==> src/rtl/seq_divider.sv <==
// -----------------------------------------------------------------------------
// seq_divider
//   Iterative restoring divider. It produces one quotient bit per clock and
//   uses a start/done handshake, so the MAC control logic can issue
//   normalisation and scaling divides without a combinational divider array.
//
//   Latency: done pulses WIDTH+1 clocks after the edge that accepts start.
//   A zero divisor pulses done 1 clock after that edge.
//
//   Optional build macro:
//     SEQ_DIVIDER_SIGNED_EN - operands are two's complement. The quotient
//                             truncates toward zero and the remainder takes
//                             the sign of the dividend. When the macro is
//                             undefined, arithmetic is unsigned and no sign
//                             logic is built.
//
// Ports:
//   clk          system clock, rising edge
//   rst_n        synchronous reset, active low
//   start        request pulse, sampled only while idle
//   dividend     numerator, captured when start is accepted
//   divisor      denominator, captured when start is accepted
//   busy         high from the cycle after an accepted start until done
//   done         one-cycle pulse; results are valid
//   quotient     registered quotient, held until the next done
//   remainder    registered remainder, held until the next done
//   div_by_zero  registered zero-divisor flag, updated with done
// -----------------------------------------------------------------------------
module seq_divider #(
  parameter int WIDTH = 32
) (
  input  logic             clk,
  input  logic             rst_n,
  input  logic             start,
  input  logic [WIDTH-1:0] dividend,
  input  logic [WIDTH-1:0] divisor,
  output logic             busy,
  output logic             done,
  output logic [WIDTH-1:0] quotient,
  output logic [WIDTH-1:0] remainder,
  output logic             div_by_zero
);

  localparam int CW = $clog2(WIDTH + 1);

  typedef enum logic [1:0] {
    IDLE = 2'd0,
    RUN  = 2'd1,
    DONE = 2'd2
  } state_e;

  state_e           state_q, state_d;
  logic [WIDTH-1:0] q_q, q_d;        // quotient shift register
  logic [WIDTH-1:0] d_q, d_d;        // captured divisor magnitude
  logic [WIDTH-1:0] r_q, r_d;        // partial remainder, always < divisor
  logic [CW-1:0]    cnt_q, cnt_d;
  logic             dz_q, dz_d;      // current operation hit a zero divisor
  logic [WIDTH-1:0] quot_q, quot_d;
  logic [WIDTH-1:0] rem_q, rem_d;
  logic             dbz_q, dbz_d;
  logic             done_q, done_d;

  // The stored remainder stays below the divisor, so its top bit is always
  // zero. Only the shifted value and the trial difference need WIDTH+1 bits,
  // and bit WIDTH of the trial is the borrow that decides the quotient bit.
  logic [WIDTH:0]   r_shift, trial;

  logic [WIDTH-1:0] dividend_mag, divisor_mag;
  logic [WIDTH-1:0] zero_div_quot;

`ifdef SEQ_DIVIDER_SIGNED_EN
  logic neg_quot_q, neg_quot_d;
  logic neg_rem_q,  neg_rem_d;

  assign dividend_mag  = dividend[WIDTH-1] ? -dividend : dividend;
  assign divisor_mag   = divisor[WIDTH-1]  ? -divisor  : divisor;
  // x / 0 yields -1 for a non-negative dividend and +1 for a negative one.
  assign zero_div_quot = dividend[WIDTH-1] ? WIDTH'(1) : '1;
`else
  assign dividend_mag  = dividend;
  assign divisor_mag   = divisor;
  assign zero_div_quot = '1;
`endif

  assign r_shift = {r_q, q_q[WIDTH-1]};
  assign trial   = r_shift - {1'b0, d_q};

  // NOTE: every variable in this block is given a default first, so no path leaves one unassigned and no latch is inferred.
  always_comb begin
    state_d = state_q;
    q_d     = q_q;
    d_d     = d_q;
    r_d     = r_q;
    cnt_d   = cnt_q;
    dz_d    = dz_q;
    quot_d  = quot_q;
    rem_d   = rem_q;
    dbz_d   = dbz_q;
    done_d  = 1'b0;
`ifdef SEQ_DIVIDER_SIGNED_EN
    neg_quot_d = neg_quot_q;
    neg_rem_d  = neg_rem_q;
`endif

    unique case (state_q)
      IDLE: begin
        if (start) begin
          if (divisor == '0) begin
            // The final results are preloaded here, and DONE publishes them
            // unchanged.
            q_d     = zero_div_quot;
            r_d     = dividend;
            d_d     = '0;
            cnt_d   = '0;
            dz_d    = 1'b1;
            state_d = DONE;
`ifdef SEQ_DIVIDER_SIGNED_EN
            neg_quot_d = 1'b0;
            neg_rem_d  = 1'b0;
`endif
          end else begin
            q_d     = dividend_mag;
            d_d     = divisor_mag;
            r_d     = '0;
            cnt_d   = CW'(WIDTH);
            dz_d    = 1'b0;
            state_d = RUN;
`ifdef SEQ_DIVIDER_SIGNED_EN
            neg_quot_d = dividend[WIDTH-1] ^ divisor[WIDTH-1];
            neg_rem_d  = dividend[WIDTH-1];
`endif
          end
        end
      end

      RUN: begin
        // One restoring step: shift {R,Q} left, then keep R - D if it does
        // not borrow.
        if (!trial[WIDTH]) begin
          r_d = trial[WIDTH-1:0];
          q_d = {q_q[WIDTH-2:0], 1'b1};
        end else begin
          r_d = r_shift[WIDTH-1:0];
          q_d = {q_q[WIDTH-2:0], 1'b0};
        end
        cnt_d = cnt_q - CW'(1);
        if (cnt_q == CW'(1)) begin
          state_d = DONE;
        end
      end

      DONE: begin
`ifdef SEQ_DIVIDER_SIGNED_EN
        quot_d = neg_quot_q ? -q_q : q_q;
        rem_d  = neg_rem_q  ? -r_q : r_q;
`else
        quot_d = q_q;
        rem_d  = r_q;
`endif
        dbz_d   = dz_q;
        done_d  = 1'b1;
        state_d = IDLE;
      end

      default: state_d = IDLE;
    endcase
  end

  // NOTE: the datapath registers are reset along with the control registers, because an abandoned operation must also clear the visible results.
  always_ff @(posedge clk) begin
    if (!rst_n) begin
      state_q <= IDLE;
      q_q     <= '0;
      d_q     <= '0;
      r_q     <= '0;
      cnt_q   <= '0;
      dz_q    <= 1'b0;
      quot_q  <= '0;
      rem_q   <= '0;
      dbz_q   <= 1'b0;
      done_q  <= 1'b0;
`ifdef SEQ_DIVIDER_SIGNED_EN
      neg_quot_q <= 1'b0;
      neg_rem_q  <= 1'b0;
`endif
    end else begin
      // NOTE: non-blocking assignments, so every register samples the values from before this edge.
      state_q <= state_d;
      q_q     <= q_d;
      d_q     <= d_d;
      r_q     <= r_d;
      cnt_q   <= cnt_d;
      dz_q    <= dz_d;
      quot_q  <= quot_d;
      rem_q   <= rem_d;
      dbz_q   <= dbz_d;
      done_q  <= done_d;
`ifdef SEQ_DIVIDER_SIGNED_EN
      neg_quot_q <= neg_quot_d;
      neg_rem_q  <= neg_rem_d;
`endif
    end
  end

  assign busy        = (state_q != IDLE);
  assign done        = done_q;
  assign quotient    = quot_q;
  assign remainder   = rem_q;
  assign div_by_zero = dbz_q;

endmodule

==> config.mk <==
export PLATFORM = sky130hd
export DESIGN_NAME = seq_divider
export DESIGN_NICKNAME = d
export VERILOG_FILES = /design/src/rtl/seq_divider.sv
export SDC_FILE = /design/constraint.sdc
export NUM_CORES = 1
export LEC_CHECK = 0
export CORE_MARGIN = 5
export CORE_UTILIZATION = 60
export CTS_CLUSTER_SIZE = 14
export DETAILED_ROUTE_END_ITERATION = 16
export HOLD_SLACK_MARGIN = 0.05
export PLACE_DENSITY = 0.87
export SYNTH_ARGS = -nofsm -noshare
export SYNTH_HDL_FRONTEND = slang
export SYNTH_SLANG_ARGS = --single-unit
==> constraint.sdc <==
create_clock -name clk -period 6.7 [get_ports clk]
set_input_delay 1.34 -clock clk [delete_from_list [all_inputs] [get_ports clk]]
set_output_delay 1.34 -clock clk [all_outputs]
set_load 0.005 [all_outputs]
### Word level (Yosys, flattened, before mapping)

Index checks and enable logic that the tools add are counted.

| storage, ports and cells | value |
|---|---|
| input bits | 67 |
| output and inout bits | 67 |
| register bits after elaboration | 171 |

| operators by class | value |
|---|---|
| mux-type cells | 18 |
| reductions and logical operators | 7 |
| add/sub/neg operators | 2 |
| equality and inequality tests | 5 |

Operator list:

| kind | count |
|---|---|
| 2-to-1 mux 32 bit | 6 |
| case mux 32 bit (2 select lines) | 2 |
| subtractor 33 x 32 -> 33 bit | 1 |
| logical NOT 32 bit | 1 |
| 2-to-1 mux 6 bit | 2 |
| case mux 6 bit (2 select lines) | 1 |
| equality test 6 x 1 -> 1 bit (second input constant) | 1 |
| 2-to-1 mux 2 bit | 3 |
| AND reduction 2 bit | 3 |
| subtractor 6 x 1 -> 6 bit (second input constant) | 1 |
| inequality test 2 bit (second input constant) | 2 |
| case mux 2 bit (2 select lines) | 1 |
| nonzero test 2 bit | 2 |
| 2-to-1 mux 1 bit | 3 |
| equality test 2 x 1 -> 1 bit (second input constant) | 1 |
| equality test 2 bit (second input constant) | 1 |
| logical NOT 2 bit | 1 |

### Logic depth before layout (Yosys ltp)

| logic depth | value |
|---|---|
| depth after elaboration | 4 |
| mapped depth | 14 |

### Worst setup path before layout

No wires, ideal clock.

| path | value |
|---|---|
| path type | input port to flip-flop |
| from | in divisor[27] |
| to | reg r_q[31] |
| path buffers | 1 |
| cell stages on the path | 8 |
| required time | 6.614 ns |
| slack | 3.751 ns |
| arrival time | 2.863 ns |
| cells stage by stage | nor4_1 > nand2_1 > nor4_2 > and2_0 > clkbuf_1 > a21o_1 > nor2_1 > a211oi_1 |

| on the way | value |
|---|---|
| cells in the longest elaborated chain, start to end | 4 |

Ends and longest elaborated chain:

| element | RTL line | RTL |
|---|---|---|
| from (decl) | 36 | `input logic [WIDTH-1:0] divisor,` |
| logical NOT 32 bit | 108 | `if (divisor == '0) begin` |
| 2-to-1 mux 32 bit | 108 |  |
| 2-to-1 mux 32 bit | 107 | `if (start) begin` |
| case mux 32 bit (2 select lines) | 105 | `unique case (state_q)` |
| to (signal assigned) | 191 | `r_q <= r_d;` |
| to (decl) | 55 | `logic [WIDTH-1:0] r_q, r_d;` |

No other way between the ends. The select of a mux whose other input is x is not followed.
A chain may end at the register's enable or synchronous reset.

### Worst setup path after layout

| path | value |
|---|---|
| from | reg q_q[31] |
| to | reg r_q[31] |

| on the way | value |
|---|---|
| cells in the longest elaborated chain, start to end | 3 |

Ends and longest elaborated chain:

| element | RTL line | RTL |
|---|---|---|
| from (decl) | 53 | `logic [WIDTH-1:0] q_q, q_d;` |
| from (signal assigned) | 189 | `q_q <= q_d;` |
| subtractor 33 x 32 -> 33 bit | 86 | `assign trial = r_shift - {1'b0, d_q};` |
| 2-to-1 mux 32 bit | 139 | `if (!trial[WIDTH]) begin` |
| case mux 32 bit (2 select lines) | 105 |  |

No other way between the ends.

==> flow_metrics.tcl <==
set metrics [dict create \
    cp.depth 12 \
    synth_largest_area_cell "dfxtp_1" \
    place_inst 1488 \
    status "complete, no violations" \
    synth_top_area_share_pct 36.75 \
    ys_types 68 \
    path_class "register to register" \
    netlist_instances 1248 \
    path_delay_family "simple AND/OR/NAND/NOR gates" \
    min_path_type "register to register" \
    fin_setup_tns_ns 0 \
    gr-total-overflow 0 \
    p_sw_w 0.001160 \
    diodes 0 \
    route.detailed.drc 0 \
    clk_root_buffer_cell "clkbuf_16" \
    worstPathRequired_ns 7.04 \
    core_region_area_sq_um 15200 \
    ys_warn_count 0 \
    grt_max_degree 92 \
    p_sw_share_pct 35.85 \
    post_drt_wl_per_cell_um 16.80 \
    crit_path_start "q_q[31]" \
    drtIter0Drc 1112 \
    cp_max_fo 28 \
    async_reset_ff_share_pct 0 \
    synth-edff-count 0 \
    io_pins 134 \
    grt_pass1_vias 8133 \
    cp_slowest_cell "nand3_1" \
    worst_pin_slew_ns 1.096 \
    cts_tree "built" \
    crit_chain "inv_1 -> ha_1 -> fa_1 -> nor2b_1 -> o211ai_2 -> nand4_1 -> nand3_1 -> a31oi_4 -> o21ai_2 -> nand3_1 -> nand2_1 -> a211oi_1" \
    place_congestion 0.9248 \
    hpwl_mm 17.68 \
    ys_seq_area_share_pct 36.75 \
    num_rows 45 \
    finalMaxSlewViolations 0 \
    hold_viol 0 \
    period_minus_slack_ns 3.618 \
    cts_resized 0 \
    via_per_inst 5.995 \
    final_cells 1520 \
    drtAntennaViolNets 0 \
    syn_nets 1350 \
    netlist_area_sq_um 9315 \
    worst-r2r-cell-count 12 \
    startpoint_type "register" \
    ctsHoldBuffers 0 \
    end_kind "register" \
    routed_wl_mm 25.54 \
    power_leakage_nw 4.142 \
    initial_core_util_pct 61.28 \
    crit_arrival_ns 3.96 \
    slowest_delay_ns 0.74 \
    max_cap_violations 0 \
    fin_skew_ns 0.007161 \
    min_period_over_period_pct 54.00 \
    cts_sinks 171 \
    max_slew_margin_pct 26.75 \
    p_clk_share_pct 31.6 \
    synthTopCellsByCount "nand2_1 (288), dfxtp_1 (171), a21boi_0 (100)" \
    yosys_register_bits 171 \
    max_freq_mhz 276.4 \
    grt_pass1_wl_mm 41.05 \
    pwr-share-comb_pct 32.7 \
    r2r-end "r_q[31]" \
    h-tree-depth 4 \
    fp.dieW_um 134.6 \
    synthTopCellsByArea "dfxtp_1 (37%), nand2_1 (12%), a21boi_0 (8.1%)" \
    p_seq_share_pct 35.8 \
    p_int_w 0.002075 \
    grt_antenna_before_repair 0 \
    clk_pin_slew_ns 0.07 \
    numCtsBuffers 17 \
    postCtsSetupBuffers 0 \
    grt_usage_pct 27.62 \
    synth_most_common_cell "nand2_1" \
    cp-endpoint "r_q[31]" \
    synth.avg_cell_area_sq_um 7.464 \
    regToRegSetupSlack_ns 3.08 \
    worstReg2RegStart "q_q[31]" \
    dieArea_sq_um 18120 \
    vdd_ir_drop_max_v 0.0002217 \
    p_per_area_nw_per_um2 288.8 \
    io_buffers 133 \
    num_vias 9113 \
    drt_pass1_iterations 6 \
    synthToLayoutAreaGrowth_pct 20.24 \
    clk_path_buf_depth 2 \
    grt_setup_unrepaired "false" \
    cpMostUsedCell "nand3_1" \
    ys.flop_type "dfxtp_1" \
    nets 1421 \
    setup_violations 0 \
    clock_latency_ns 0.43 \
    drive_gt1_share_pct 5.330 \
    fin_hold_ws_ns 0.4622 \
    cp.buffers_inverters 1 \
    fp.dieH_um 134.6 \
]
flip-flops by register name, summed over array words and instances (netlist names):
signal	cells
d_q	32
q_q	32
quotient	32
r_q	32
remainder	32
cnt_q	6
state_q	2
div_by_zero	1
done	1
dz_q	1
logic make-up (layout without fill, tap and decap cells):
| logic type | Yosys count | count (layout) | share of synthesized area, % |
|---|---|---|---|
| AOI/OAI and AO/OA | 333 | 333 | 23.94 |
| muxes | 2 | 2 | 0.2283 |
| and+or+nand+nor | 541 | 541 | 25.71 |
| DFF | 171 | 171 | 36.75 |
| buffers and inverters | 141 | 225 | 6.246 |
| xor gates and xnor gates | 25 | 25 | 2.351 |
| adders and majority gates | 35 | 35 | 4.782 |
metrics by stage:
stage	util, %	power (W)	setup slack (ns)	area (sq um)
finish	73.68	0.003235	3.082	11200
global route	73.68	0.003388	2.907	11200
CTS	73.68	0.003211	3.162	11200
detailed placement	69.69	0.002192	2.732	10590
global placement	69.69	0.002171	2.821	10590
floorplan	-	0.001963	3.751	9315
cell type report:
class,instances,area (sq um)
Clock buffer,19,452.9
Inverter,49,183.9
Fill cell,1241,4001
Clock inverter,13,153.9
Tap cell,188,235.2
Timing Repair Buffer,144,1411
Multi-Input combinational cell,936,5340
Sequential cell,171,3423
power by group through the flow:
stage	logic (W)	registers, W	clock network (W)
after floorplan	0.000815	0.00115	0
after global placement	0.000999	0.00117	0
after detailed placement	0.00102	0.00117	0
after CTS	0.00103	0.00115	0.00103
after global routing	0.00115	0.00116	0.00107
final	0.00106	0.00116	0.00102
worst min path at each step:
stage                  startpoint       endpoint  slack [ns]  cells after the start
floorplan                    dz_q    div_by_zero        0.44                      2
global placement    remainder[19]  remainder[19]        0.45                      2
detailed placement    quotient[9]    quotient[9]        0.46                      2
CTS                   quotient[9]    quotient[9]        0.47                      2
global route              d_q[28]        d_q[28]        0.48                      2
finish                quotient[9]    quotient[9]        0.46                      2
cell usage in the layout (no fill, tap or decap), types with 5 or more instances in the layout:
cell type        count
a21o_1              11
nor4_1              11
and2_1               9
o211ai_1             5
o21bai_1             8
nor2b_1              5
nand4_1             13
clkbuf_16           17
a211oi_1             5
xor2_1               9
a21boi_0           100
and3_1               5
a21oi_1             58
or3_1                7
nand2_1            287
o21ai_0             68
ha_1                34
a21oi_2              5
clkdlybuf4s50_1    132
dfxtp_1            171
buf_4               12
xnor2_1             16
o21ai_1             10
inv_1               49
nand3_1             54
a31oi_1             29
inv_6                7
nor2_1              53
nor3_1              75
worst min-delay path: cells and delay by family (launching register included):
| family | cells | cell delay, ns |
|---|---|---|
| AO/OA/AOI/OAI | 1 | 0.06 |
| AND/OR/NAND/NOR | 1 | 0.04 |
| flip-flops | 1 | 0.31 |
layer usage:
layer,GRT usage (%),share of wire (%),wire length (um)
met1,40.30,45,11590
met2,42.79,44,11330
met3,4.098,8.8,2240
met4,7.466,1.5,384
met5,0,0,0
No activity file was read; power rests on OpenSTA's default activity.
